--- src/rtl/multi_channel_timer_pkg.sv ---
// Shared encodings for multi_channel_timer: channel states, mode and tick-select constants.
package timer_pkg;

    typedef enum logic [1:0] {
        IDLE = 2'd0,
        RUN  = 2'd1,
        HOLD = 2'd2
    } state_e;

    localparam logic MODE_ONESHOT  = 1'b0;
    localparam logic MODE_PERIODIC = 1'b1;

    localparam logic SEL_CLK  = 1'b0;
    localparam logic SEL_TICK = 1'b1;

endpackage

--- src/rtl/multi_channel_timer_prescaler.sv ---
// Free-running prescaler producing a one-cycle clock-enable tick every CLK_DIV cycles.
module tick_prescaler #(
    parameter int CLK_DIV = 25000,
    parameter int DIV_W   = 15
) (
    input  logic clk_i,
    input  logic rst_i,
    output logic tick_o
);

    localparam logic [DIV_W-1:0] DIV_LAST = DIV_W'(CLK_DIV - 1);

    logic [DIV_W-1:0] div_q, div_d;
    logic             tick_q, tick_d;

    always_ff @(posedge clk_i or posedge rst_i) begin
        if (rst_i) begin
            div_q  <= '0;
            tick_q <= 1'b0;
        end else begin
            div_q  <= div_d;
            tick_q <= tick_d;
        end
    end

    // With CLK_DIV = 1 the counter sits at 0 and the tick stays high.
    always_comb begin
        div_d  = (div_q == DIV_LAST) ? '0 : div_q + DIV_W'(1);
        tick_d = (div_q == DIV_LAST);
    end

    assign tick_o = tick_q;

endmodule

--- src/rtl/multi_channel_timer.sv ---
// NUM_CH independent start/stop timers sharing one prescaler tick.
// Optional per-channel pause input enabled by defining MULTI_CHANNEL_TIMER_PAUSE_EN.
module multi_channel_timer
    import timer_pkg::*;
#(
    parameter int WIDTH   = 12,
    parameter int NUM_CH  = 2,
    parameter int CLK_DIV = 25000,
    parameter int DIV_W   = 15
) (
    input  logic                    clk_50M,
    input  logic                    i_Reset,
    input  logic [NUM_CH-1:0]       i_Clear,
    input  logic [NUM_CH-1:0]       i_Start,
    input  logic [NUM_CH-1:0]       i_Stop,
    input  logic [NUM_CH-1:0]       i_Mode,
    input  logic [NUM_CH-1:0]       i_TickSel,
    input  logic [NUM_CH*WIDTH-1:0] i_Limit,
`ifdef MULTI_CHANNEL_TIMER_PAUSE_EN
    input  logic [NUM_CH-1:0]       i_Pause,
`endif
    output logic [NUM_CH*WIDTH-1:0] o_Count,
    output logic [NUM_CH-1:0]       o_Busy,
    output logic [NUM_CH-1:0]       o_Done,
    output logic                    o_Tick
);

    logic              tick;
    logic [NUM_CH-1:0] pause;

`ifdef MULTI_CHANNEL_TIMER_PAUSE_EN
    assign pause = i_Pause;
`else
    assign pause = '0;
`endif

    tick_prescaler #(
        .CLK_DIV(CLK_DIV),
        .DIV_W  (DIV_W)
    ) u_prescaler (
        .clk_i (clk_50M),
        .rst_i (i_Reset),
        .tick_o(tick)
    );

    assign o_Tick = tick;

    for (genvar k = 0; k < NUM_CH; k++) begin : g_ch
        state_e           state_q, state_d;
        logic [WIDTH-1:0] count_q, count_d;
        logic [WIDTH-1:0] limit_q, limit_d;
        logic             mode_q, mode_d;
        logic             sel_q, sel_d;
        logic             done_q, done_d;
        logic [WIDTH-1:0] lim_in;
        logic [WIDTH-1:0] count_inc;
        logic             en;
        logic             last;
        logic             busy;

        assign lim_in = i_Limit[k*WIDTH +: WIDTH];

        always_ff @(posedge clk_50M or posedge i_Reset) begin
            if (i_Reset) begin
                state_q <= IDLE;
                count_q <= '0;
                limit_q <= '0;
                mode_q  <= MODE_ONESHOT;
                sel_q   <= SEL_CLK;
                done_q  <= 1'b0;
            end else begin
                state_q <= state_d;
                count_q <= count_d;
                limit_q <= limit_d;
                mode_q  <= mode_d;
                sel_q   <= sel_d;
                done_q  <= done_d;
            end
        end

        // Clear beats Stop beats Start beats counting; a restart never emits Done.
        always_comb begin
            state_d   = state_q;
            count_d   = count_q;
            limit_d   = limit_q;
            mode_d    = mode_q;
            sel_d     = sel_q;
            done_d    = 1'b0;
            en        = (sel_q == SEL_TICK) ? tick : 1'b1;
            count_inc = count_q + WIDTH'(1);
            last      = (limit_q == '0) || (count_inc == limit_q);

            if (i_Clear[k]) begin
                state_d = IDLE;
                count_d = '0;
            end else if (i_Stop[k]) begin
                state_d = IDLE;
            end else if (i_Start[k]) begin
                count_d = '0;
                limit_d = lim_in;
                mode_d  = i_Mode[k];
                sel_d   = i_TickSel[k];
                // A zero limit terminates immediately on the start itself.
                done_d  = (lim_in == '0);
                state_d = ((lim_in == '0) && (i_Mode[k] == MODE_ONESHOT)) ? HOLD : RUN;
            end else if ((state_q == RUN) && en && !pause[k]) begin
                if (last) begin
                    done_d = 1'b1;
                    if (mode_q == MODE_PERIODIC) begin
                        count_d = '0;
                    end else begin
                        count_d = limit_q;
                        state_d = HOLD;
                    end
                end else begin
                    count_d = count_inc;
                end
            end
        end

        always_comb begin
            busy = (state_q == RUN);
        end

        assign o_Count[k*WIDTH +: WIDTH] = count_q;
        assign o_Busy[k]                 = busy;
        assign o_Done[k]                 = done_q;
    end

endmodule

--- config.mk ---
export PLATFORM = sky130hd
export DESIGN_NAME = multi_channel_timer
export DESIGN_NICKNAME = d
export VERILOG_FILES = /design/src/rtl/multi_channel_timer_pkg.sv /design/src/rtl/multi_channel_timer_prescaler.sv /design/src/rtl/multi_channel_timer.sv
export SDC_FILE = /design/constraint.sdc
export NUM_CORES = 1
export LEC_CHECK = 0
export CORE_ASPECT_RATIO = 1.75
export CORE_MARGIN = 8
export CORE_UTILIZATION = 59
export DETAILED_ROUTE_END_ITERATION = 8
export GPL_ROUTABILITY_DRIVEN = 1
export PLACE_DENSITY = 0.9
export SLEW_MARGIN = 10
export SYNTH_ARGS = -nofsm -noshare
export SYNTH_HDL_FRONTEND = slang
export SYNTH_HIERARCHICAL = 1
export SYNTH_SLANG_ARGS = --single-unit
--- constraint.sdc ---
create_clock -name clk_50M -period 5.7 [get_ports clk_50M]
set_clock_uncertainty 0.2 [all_clocks]
set_input_delay 1.14 -clock clk_50M [delete_from_list [all_inputs] [get_ports clk_50M]]
set_output_delay 1.14 -clock clk_50M [all_outputs]
set_load 0.01 [all_outputs]
==> impl_metrics.ini <==
[run_status]
status = finished, final reports clean

[setup_path]
timing.rr.end = g_ch[0].count_q[4]
startpoint = g_ch[0].count_q[0]
crit_fanout = 9
worstSetupStartpointType = register
worstSetupEndpoint = g_ch[0].count_q[4]
r2r_cells = 9
critPathCaptureType = register
crit_type = register to register
r2r_slack_ps = 2190
cp_data_required_time_ps = 5760
cp.arrival_ps = 3570
timing.rr.start = g_ch[0].count_q[0]

[placed_design]
place.gp.congestion = 0.960
dp_cells = 558
place_area_um2 = 5040
dp_hpwl_mm = 8.93
portBuffers = 64

[yosys]
synthArstFlopShare_pct = 100
synth_top_area_share_pct = 42.4
synth_area_leaders = dfrtp_1 (42%), mux2_2 (7.2%), xnor2_1 (5.2%), xor2_1 (3.6%), xnor3_1 (3.1%)
syn-num-nets = 464
synthesis.area_um2 = 4370
ys.flop_type = dfrtp_1
synth_area_leader_cell = dfrtp_1
synth_cells = 423
synth_edf_count = 0
ys_types = 63
syn_area_per_cell_um2 = 10.3
synth_warnings = 6
synth_seq_cells = 74
synth-seq-area-share_pct = 42.4

[routing]
vias = 3723
wl_mm = 12.1
drt_iter0_markers = 224
ant_nets = 0
vias_per_cell = 6.50
post_drt_wl_per_cell_um = 21.0
drc = 0
firstDrtPassIters = 4

[flow_run]
max_cap_viol_count = 0

[cts]
h-tree-depth = 3
cts_setup_buffers = 0
clk_pin_slew_ps = 60
cts-root-buf = clkbuf_16
cts.sinks = 74
cts_buffers = 9
hold_buffers = 0
clk_latency_ps = 340
cts_tree = done
cts-resized-gates = 0
clockBufferDepth = 2

[layout]
fin_area_um2 = 5350
stdcell_count = 573
drive_gt1_share_pct = 14.6
antenna-diode-count = 0
nNetsFinal = 524
final_core_util_pct = 74.5
syn_to_final_growth_pct = 22.4

[floorplanning]
die_h_um = 130
row_count = 41
io-pin-count = 65
dieArea_um2 = 10500
core_area_um2 = 7180
start_util_pct = 60.9
fp.dieW_um = 81.1

[power_and_ir_drop]
internal_power_w = 0.00104
ir_drop_uv = 307
switching_share_pct = 25.4
powerDensity_nw_per_um2 = 261
switchingPower_w = 0.000355
p_leak_nw = 2.11
pwr-share-clk_pct = 42.1
power.share.combinational_pct = 12.8
pwr-share-seq_pct = 45.1

[grt]
grt_pass1_vias = 3886
grt-ovfl-total = 0
grt_pass1_wl_mm = 19.5
grt_max_degree = 59
grt_usage_pct = 24.4
antenna_found_initial = 0

[sta]
worstMarginPinSlew_ps = 1060
drv_slew = 0
finalCritPeriodShare_pct = 61.6
fmaxAchievable_mhz = 285
hold_viol = 0
rsz0062_at_grt = no
finalSetupViolCount = 0
layout_min_cycle_time_ps = 3510
setup_tns_ps = 0
slew_headroom_pct = 29.1

[hold_path]
hp-start = u_prescaler/div_q[0]
worstHoldPathType = register to register
==> power groups by stage <==
| stage | combinational, W | sequential, W | clock, W |
|---|---|---|---|
| after floorplan | 0.000124 | 0.000608 | 0 |
| after CTS | 0.000179 | 0.000627 | 0.000597 |
| final | 0.000179 | 0.000630 | 0.000587 |
| after detailed placement | 0.000177 | 0.000636 | 0 |
| after global routing | 0.000194 | 0.000631 | 0.000625 |
| after global placement | 0.000172 | 0.000634 | 0 |
==> through the flow <==
| stage | hold slack [ps] | power (W) | setup slack, ps |
|---|---|---|---|
| 3_5_place_dp | 254 | 0.000813 | 2340 |
| 6_report | 258 | 0.00140 | 2190 |
| 3_3_place_gp | 246 | 0.000805 | 2450 |
| 2_1_floorplan | 233 | 0.000732 | 2920 |
| 5_1_grt | 294 | 0.00145 | 2010 |
| 4_1_cts | 262 | 0.00140 | 2290 |
==> critical path, cell delays in order (launching register included) <==
cell,delay [ps]
dfrtp_1,560
ha_1,460
nor3b_1,230
o21ai_0,110
a31oi_1,380
o211ai_1,250
or4_4,630
nor3_4,340
a22oi_1,150
o21ai_1,110
==> routing by layer <==
metal	wire length [µm]	vias to the layer above	GRT usage (%)
met5	0	-	0
met4	667	0	17.5
met3	787	44	6.06
met2	6470	191	43.2
met1	4130	1817	23.6
li1	-	1671	-
==> state kept, by name, summed over array words and instances (netlist names) <==
signal              count
g_ch.count_q           24
g_ch.done_q             2
g_ch.limit_q           24
g_ch.mode_q             2
g_ch.sel_q              2
g_ch.state_q            4
u_prescaler/div_q      15
u_prescaler/tick_o      1
==> layout make-up <==
type                            count  area (µm²)
Clock buffer                       12         267
Clock inverter                      3        47.5
Fill cell                         512        1830
Inverter                           14        52.6
Multi-Input combinational cell    319        2380
Sequential cell                    74        1850
Tap cell                           86         108
Timing Repair Buffer               65         648
==> synthesized netlist by cell type (4+ instances only) <==
cell / instances
clkbuf_1: 6
o22ai_1: 4
inv_1: 14
a22oi_1: 14
nor2_1: 34
nand3_1: 23
nor3_1: 10
nand2_1: 30
nor4_1: 18
nand4_1: 7
o21ai_0: 6
o21ai_2: 10
xnor3_1: 6
nor2b_1: 4
a221o_1: 4
buf_2: 4
buf_4: 4
o21ai_1: 9
dfrtp_1: 74
xor2_1: 18
xnor2_1: 26
ha_1: 5
mux2_2: 28
a21oi_1: 7
==> worst min-delay path by stage <==
stage	to	slack, ps	cells after the start
after floorplan	u_prescaler/div_q[0]	230	1
after global placement	u_prescaler/div_q[0]	250	1
after detailed placement	u_prescaler/div_q[0]	250	1
after CTS	u_prescaler/div_q[0]	260	1
after global routing	u_prescaler/div_q[0]	290	1
final	u_prescaler/div_q[0]	260	1
==> cells in the final DEF (no fill, tap or decap), types with 3 or more instances in the layout <==
| master | n |
|---|---|
| ha_1 | 5 |
| o21ai_0 | 6 |
| a22oi_1 | 14 |
| dfrtp_1 | 74 |
| xnor3_1 | 6 |
| a21oi_1 | 7 |
| o22ai_1 | 4 |
| nand2_1 | 30 |
| nor2_1 | 34 |
| inv_1 | 13 |
| o21ai_2 | 10 |
| nand4_1 | 7 |
| nand2b_1 | 3 |
| o21ai_1 | 9 |
| clkbuf_8 | 3 |
| clkdlybuf4s50_1 | 64 |
| nand3_1 | 23 |
| a221o_1 | 4 |
| nor3_1 | 9 |
| or3_1 | 3 |
| mux2_2 | 28 |
| nor4_1 | 18 |
| clkbuf_16 | 9 |
| xnor2_1 | 26 |
| xor2_1 | 18 |
| nor2b_1 | 4 |
==> cell families after synthesis <==
kind of cell	synth area share, %
xor gates and xnor gates	12.4
buffers and inverters	3.38
and+or+nand+nor	21.4
adders and majority gates	1.43
DFF	42.4
AOI/OAI and AO/OA	11.5
muxes	7.44
No activity file was read; power rests on OpenSTA's default activity.
==> RTL change 1: new RTL, config.mk and constraints unchanged <==
`DIV_W` is set to 15 in 2 places; all go to 30.
--- a/src/rtl/multi_channel_timer_prescaler.sv
+++ b/src/rtl/multi_channel_timer_prescaler.sv
@@ -1,7 +1,7 @@
 // Free-running prescaler producing a one-cycle clock-enable tick every CLK_DIV cycles.
 module tick_prescaler #(
     parameter int CLK_DIV = 25000,
-    parameter int DIV_W   = 15
+    parameter int DIV_W   = 30
 ) (
     input  logic clk_i,
     input  logic rst_i,
--- a/src/rtl/multi_channel_timer.sv
+++ b/src/rtl/multi_channel_timer.sv
@@ -6,7 +6,7 @@
     parameter int WIDTH   = 12,
     parameter int NUM_CH  = 2,
     parameter int CLK_DIV = 25000,
-    parameter int DIV_W   = 15
+    parameter int DIV_W   = 30
 ) (
     input  logic                    clk_50M,
     input  logic                    i_Reset,
Formal check against the unedited RTL: same outputs for any inputs over 4 cycles, from zero or initial values and one cycle with i_Reset high; that may be too few to reach the edited logic, so the function may still have changed.
==> RTL change 1 against the original RTL <==
Non-clock buffer count unchanged. Sequential cell count increased by 15. First-iteration DRC count is 45% higher. Routed wire length grew 9.7%. Synthesized area increased by 19%. Worst hold slack improved by 42 ps. Die area rose by 16%. Cell area grew 15%. Power up 4.2%. Worst setup slack gained 230 ps. Largest power group unchanged.
==> RTL change 1: results (changes against the original RTL) <==
| Metric | Value |
|---|---|
| HP Start | u_prescaler/div_q[29] |
| Worst rel slew slack | 27.2% (-1.9 points) |
| Hold slack | 300 ps (+41.6 ps) |
| Cells after Synth | 505 (+19%) |
| Hold-fix buffers, CTS | 0 (unchanged) |
| Max incr delay on CP | 540 ps (-90 ps) |
| CTS clk-pin slew, worst paths | 60 ps (about the same) |
| Netlist Area Pre-Place | 5210 um2 (+19%) |
| Hpwl dp | 9760 um (+9.3%) |
| Initial antenna violation count | 0 (unchanged) |
| Antenna fix cells | 0 (unchanged) |
| Slowest cell on crit path | dfrtp_1 |
| Vias | 4264 (+15%) |
| Post-synth top cells | 89 x dfrtp_1, 44 x nor2_1, 39 x xnor2_1, 37 x nand2_1, 31 x nand3_1 |
| Leakage | 2.42 nW (+15%) |
| Reg2Reg Setup Slack | 2420 ps (+230 ps) |
| Top cell family by delay on the critical path | simple AND/OR/NAND/NOR gates |
| Grt met1 use | 24.8% (+1.2 points) |
| Top cells by area, synth | dfrtp_1 43%, xnor2_1 6.6%, mux2_2 6.0% |
| GRT met3 Usage | 3.93% (-2.1 points) |
| Placed insts | 666 (+19%) |
| Fin nets | 602 (+15%) |
| Post-CTS Setup Inserts | 0 (unchanged) |
| Placed Area | 5890 um2 (+17%) |
| Crit path DAT | 3350 ps (-220 ps) |
| CTS max path bufs | 2 (unchanged) |
| Routability cong. | 0.967 (+0.72%) |
| Grt met2 use | 40.1% (-3.1 points) |
| Asr flop ratio synth | 100% (unchanged) |
| First-pass GRT wire length | 21800 um (+12%) |
| Syn Nets | 547 (+18%) |
| Register area share after synthesis | 42.7% (+0.37 points) |
| Worst hold path type | reg -> reg |
| Drt first pass iters | 5 (+1) |
| CTS root buf | clkbuf_16 |
| Reg-to-Reg End | g_ch[1].count_q[3] |
| Final WL | 13200 um (+9.7%) |
| Place WS | 2320 ps (-20.3 ps) |
| Largest regs | u_prescaler/div_q x30, g_ch.count_q x24, g_ch.limit_q x24 |
| RR Startpoint | g_ch[1].count_q[3] |
| Path depth of the worst reg2reg path | 8 (-1) |
| # resized after CTS | 0 (unchanged) |
| Synth unique cells | 66 (+4.8%) |
| Largest fanout on the critical path | 12 (+3) |
| Initial DRC Count | 325 (+45%) |
| Worst Hold Path EP | u_prescaler/div_q[29] |
| Vias in the first global route | 4432 (+14%) |
| Clk_lat worst skew | between 300 and 400 ps |
| Share of layout cells above drive strength 1 | 13.8% (-0.77 points) |
| Non-Filler Instances | 682 (+19%) |
| Outcome | completed |
| VDD IR max | 181 uV (-41%) |
| GRT Resource Usage Total | 22.7% (-1.7 points) |
RTL change 1: changes by cell type after synthesis, moves of 7 or more:
cell     delta
dfrtp_1    +15
nand2_1     +7
nand3_1     +8
nand4_1     +9
nor2_1     +10
xnor2_1    +13
RTL change 1: logic make-up (layout without fill, tap and decap cells):
group | count (synthesis) | after routing | synth area share, %
buffers and inverters | 35 | 95 | 3.31
DFF | 89 | 89 | 42.7
and+or+nand+nor | 210 | 210 | 23.5
xor gates and xnor gates | 68 | 68 | 13.4
muxes | 29 | 29 | 6.24
adders and majority gates | 6 | 6 | 1.44
AOI/OAI and AO/OA | 68 | 68 | 9.39
RTL change 1: how the worst max path moves through the flow:
stage / endpoint / from / slack, ps
floorplan: g_ch[0].count_q[9] / g_ch[0].count_q[0] / 2920
global placement: g_ch[1].mode_q / i_Start[1] / 2440
detailed placement: g_ch[1].limit_q[8] / i_Start[1] / 2320
CTS: g_ch[1].count_q[3] / g_ch[1].count_q[3] / 2440
global route: g_ch[1].count_q[3] / g_ch[1].count_q[3] / 2260
finish: g_ch[1].count_q[3] / g_ch[1].count_q[3] / 2420
RTL change 1: per-layer routing:
layer / part of all wire, % / wire length [um]
met2: 54 / 7140
met3: 4.5 / 594
met5: 0 / 0
met4: 3.4 / 455
met1: 38 / 5040
RTL change 1: layout make-up:
cell class | instances | area, um2
fillers | 593 | 2450
clock buffers | 12 | 246
well taps | 117 | 146
repair buffers | 65 | 648
inverters | 14 | 52.6
flip-flops and latches | 89 | 2230
multi-input cells | 381 | 2820
clock inverters | 4 | 27.5
RTL change 1: power by group:
group          total [mW]  leakage (nW)  switching, mW  internal (mW)
clock               0.549         0.137          0.241          0.308
sequential          0.727          1.17         0.0571          0.670
combinational       0.180          1.12         0.0748          0.105
total                1.46          2.42          0.373           1.08
==> RTL change 2: new RTL, config.mk and constraints unchanged <==
Without the edit above. Encoding of `state_e`: now one-hot (3 bits for 3 states).
--- a/src/rtl/multi_channel_timer_pkg.sv
+++ b/src/rtl/multi_channel_timer_pkg.sv
@@ -1,10 +1,10 @@
 // Shared encodings for multi_channel_timer: channel states, mode and tick-select constants.
 package timer_pkg;
 
-    typedef enum logic [1:0] {
-        IDLE = 2'd0,
-        RUN  = 2'd1,
-        HOLD = 2'd2
+    typedef enum logic [2:0] {
+        IDLE = 3'b001,
+        RUN  = 3'b010,
+        HOLD = 3'b100
     } state_e;
 
     localparam logic MODE_ONESHOT  = 1'b0;
Function: same outputs for any inputs over 4 cycles, from zero or initial values and one cycle with i_Reset high; so few cycles prove little.
==> RTL change 2 against the original RTL <==
Worst setup slack got worse by 85 ps. Non-clock buffer count is 3 higher. Critical path depth is 1 lower. Sequential cell count is 2 higher. Largest cell class unchanged. Routed wire length increased by 17%. Synthesized area increased by 8.4%. Power is 2.4% higher. Largest power group unchanged. Cell area increased by 6.6%. Utilization shrank 1.9 points.
==> RTL change 2: results (changes against the original RTL) <==
| Metric | Value |
|---|---|
| Fillcell total | 569 (+11%) |
| Grt met2 use | 45.3% (+2.2 points) |
| GRT met3 Usage | 6.33% (+0.27 points) |
| Met3 WL post-DR | 1010 um (+29%) |
| Hpwl dp | 10400 um (+17%) |
| First-pass GRT wire length | 23300 um (+20%) |
| Post-synth top cells | 74 x dfrtp_1, 49 x nand2_1, 29 x o21ai_0, 26 x xnor2_1, 25 x nor2_1 |
| Largest fanout on the critical path | 10 (+1) |
| Crit path DAT | 3620 ps (+50 ps) |
| Vias/cell | 6.94 (+6.8%) |
| Drt first pass iters | 6 (+2) |
| Placed Area | 5400 um2 (+7.1%) |
| Clock power frac | 41.4% (-0.7 points) |
| Synth unique cells | 70 (+11%) |
| Syn Area/Cell | 9.37 um2 (-9.3%) |
| Fin nets | 599 (+14%) |
| Max incr delay on CP | 590 ps (-40 ps) |
| Top cells by area, synth | dfrtp_1 39%, xnor2_1 4.8%, mux2_2 4.8% |
| Outcome | completed |
| Hold slack | 266 ps (+8.29 ps) |
| Worst Tran Pin Value | 952 ps (-106 ps) |
| Vias in the first global route | 4673 (+20%) |
| NetSw | 382 uW (+7.8%) |
| Slowest cell on crit path | dfrtp_1 |
| Initial DRC Count | 321 (+43%) |
| GRT Resource Usage Total | 25.5% (+1.2 points) |
| Grt met1 use | 24.9% (+1.2 points) |
| Path depth of the worst reg2reg path | 8 (-1) |
-- RTL change 2: final cells by class --
class,count,area share (%)
sequential,76,33.4
inverter,20,1.32
timing repair buffer,68,11.8
tap,90,1.97
clock buffer,12,4.67
clock inverter,3,0.789
multi-input combinational,383,46.1
-- RTL change 2: cell families after synthesis --
| group | share of synthesized area [%] |
|---|---|
| adders and majority gates | 1.32 |
| muxes | 4.75 |
| and+or+nand+nor | 22.2 |
| DFF | 40.2 |
| AOI/OAI and AO/OA | 18.4 |
| buffers and inverters | 4.30 |
| xor gates and xnor gates | 8.89 |
-- RTL change 2: per-stage QoR --
step | utilization, % | worst slack (ps) | power (mW)
floorplan | - | 2510 | 0.755
global placement | 68.7 | 2290 | 0.830
detailed placement | 68.7 | 2190 | 0.839
CTS | 72.7 | 2190 | 1.43
global route | 72.7 | 1980 | 1.48
finish | 72.7 | 2100 | 1.43
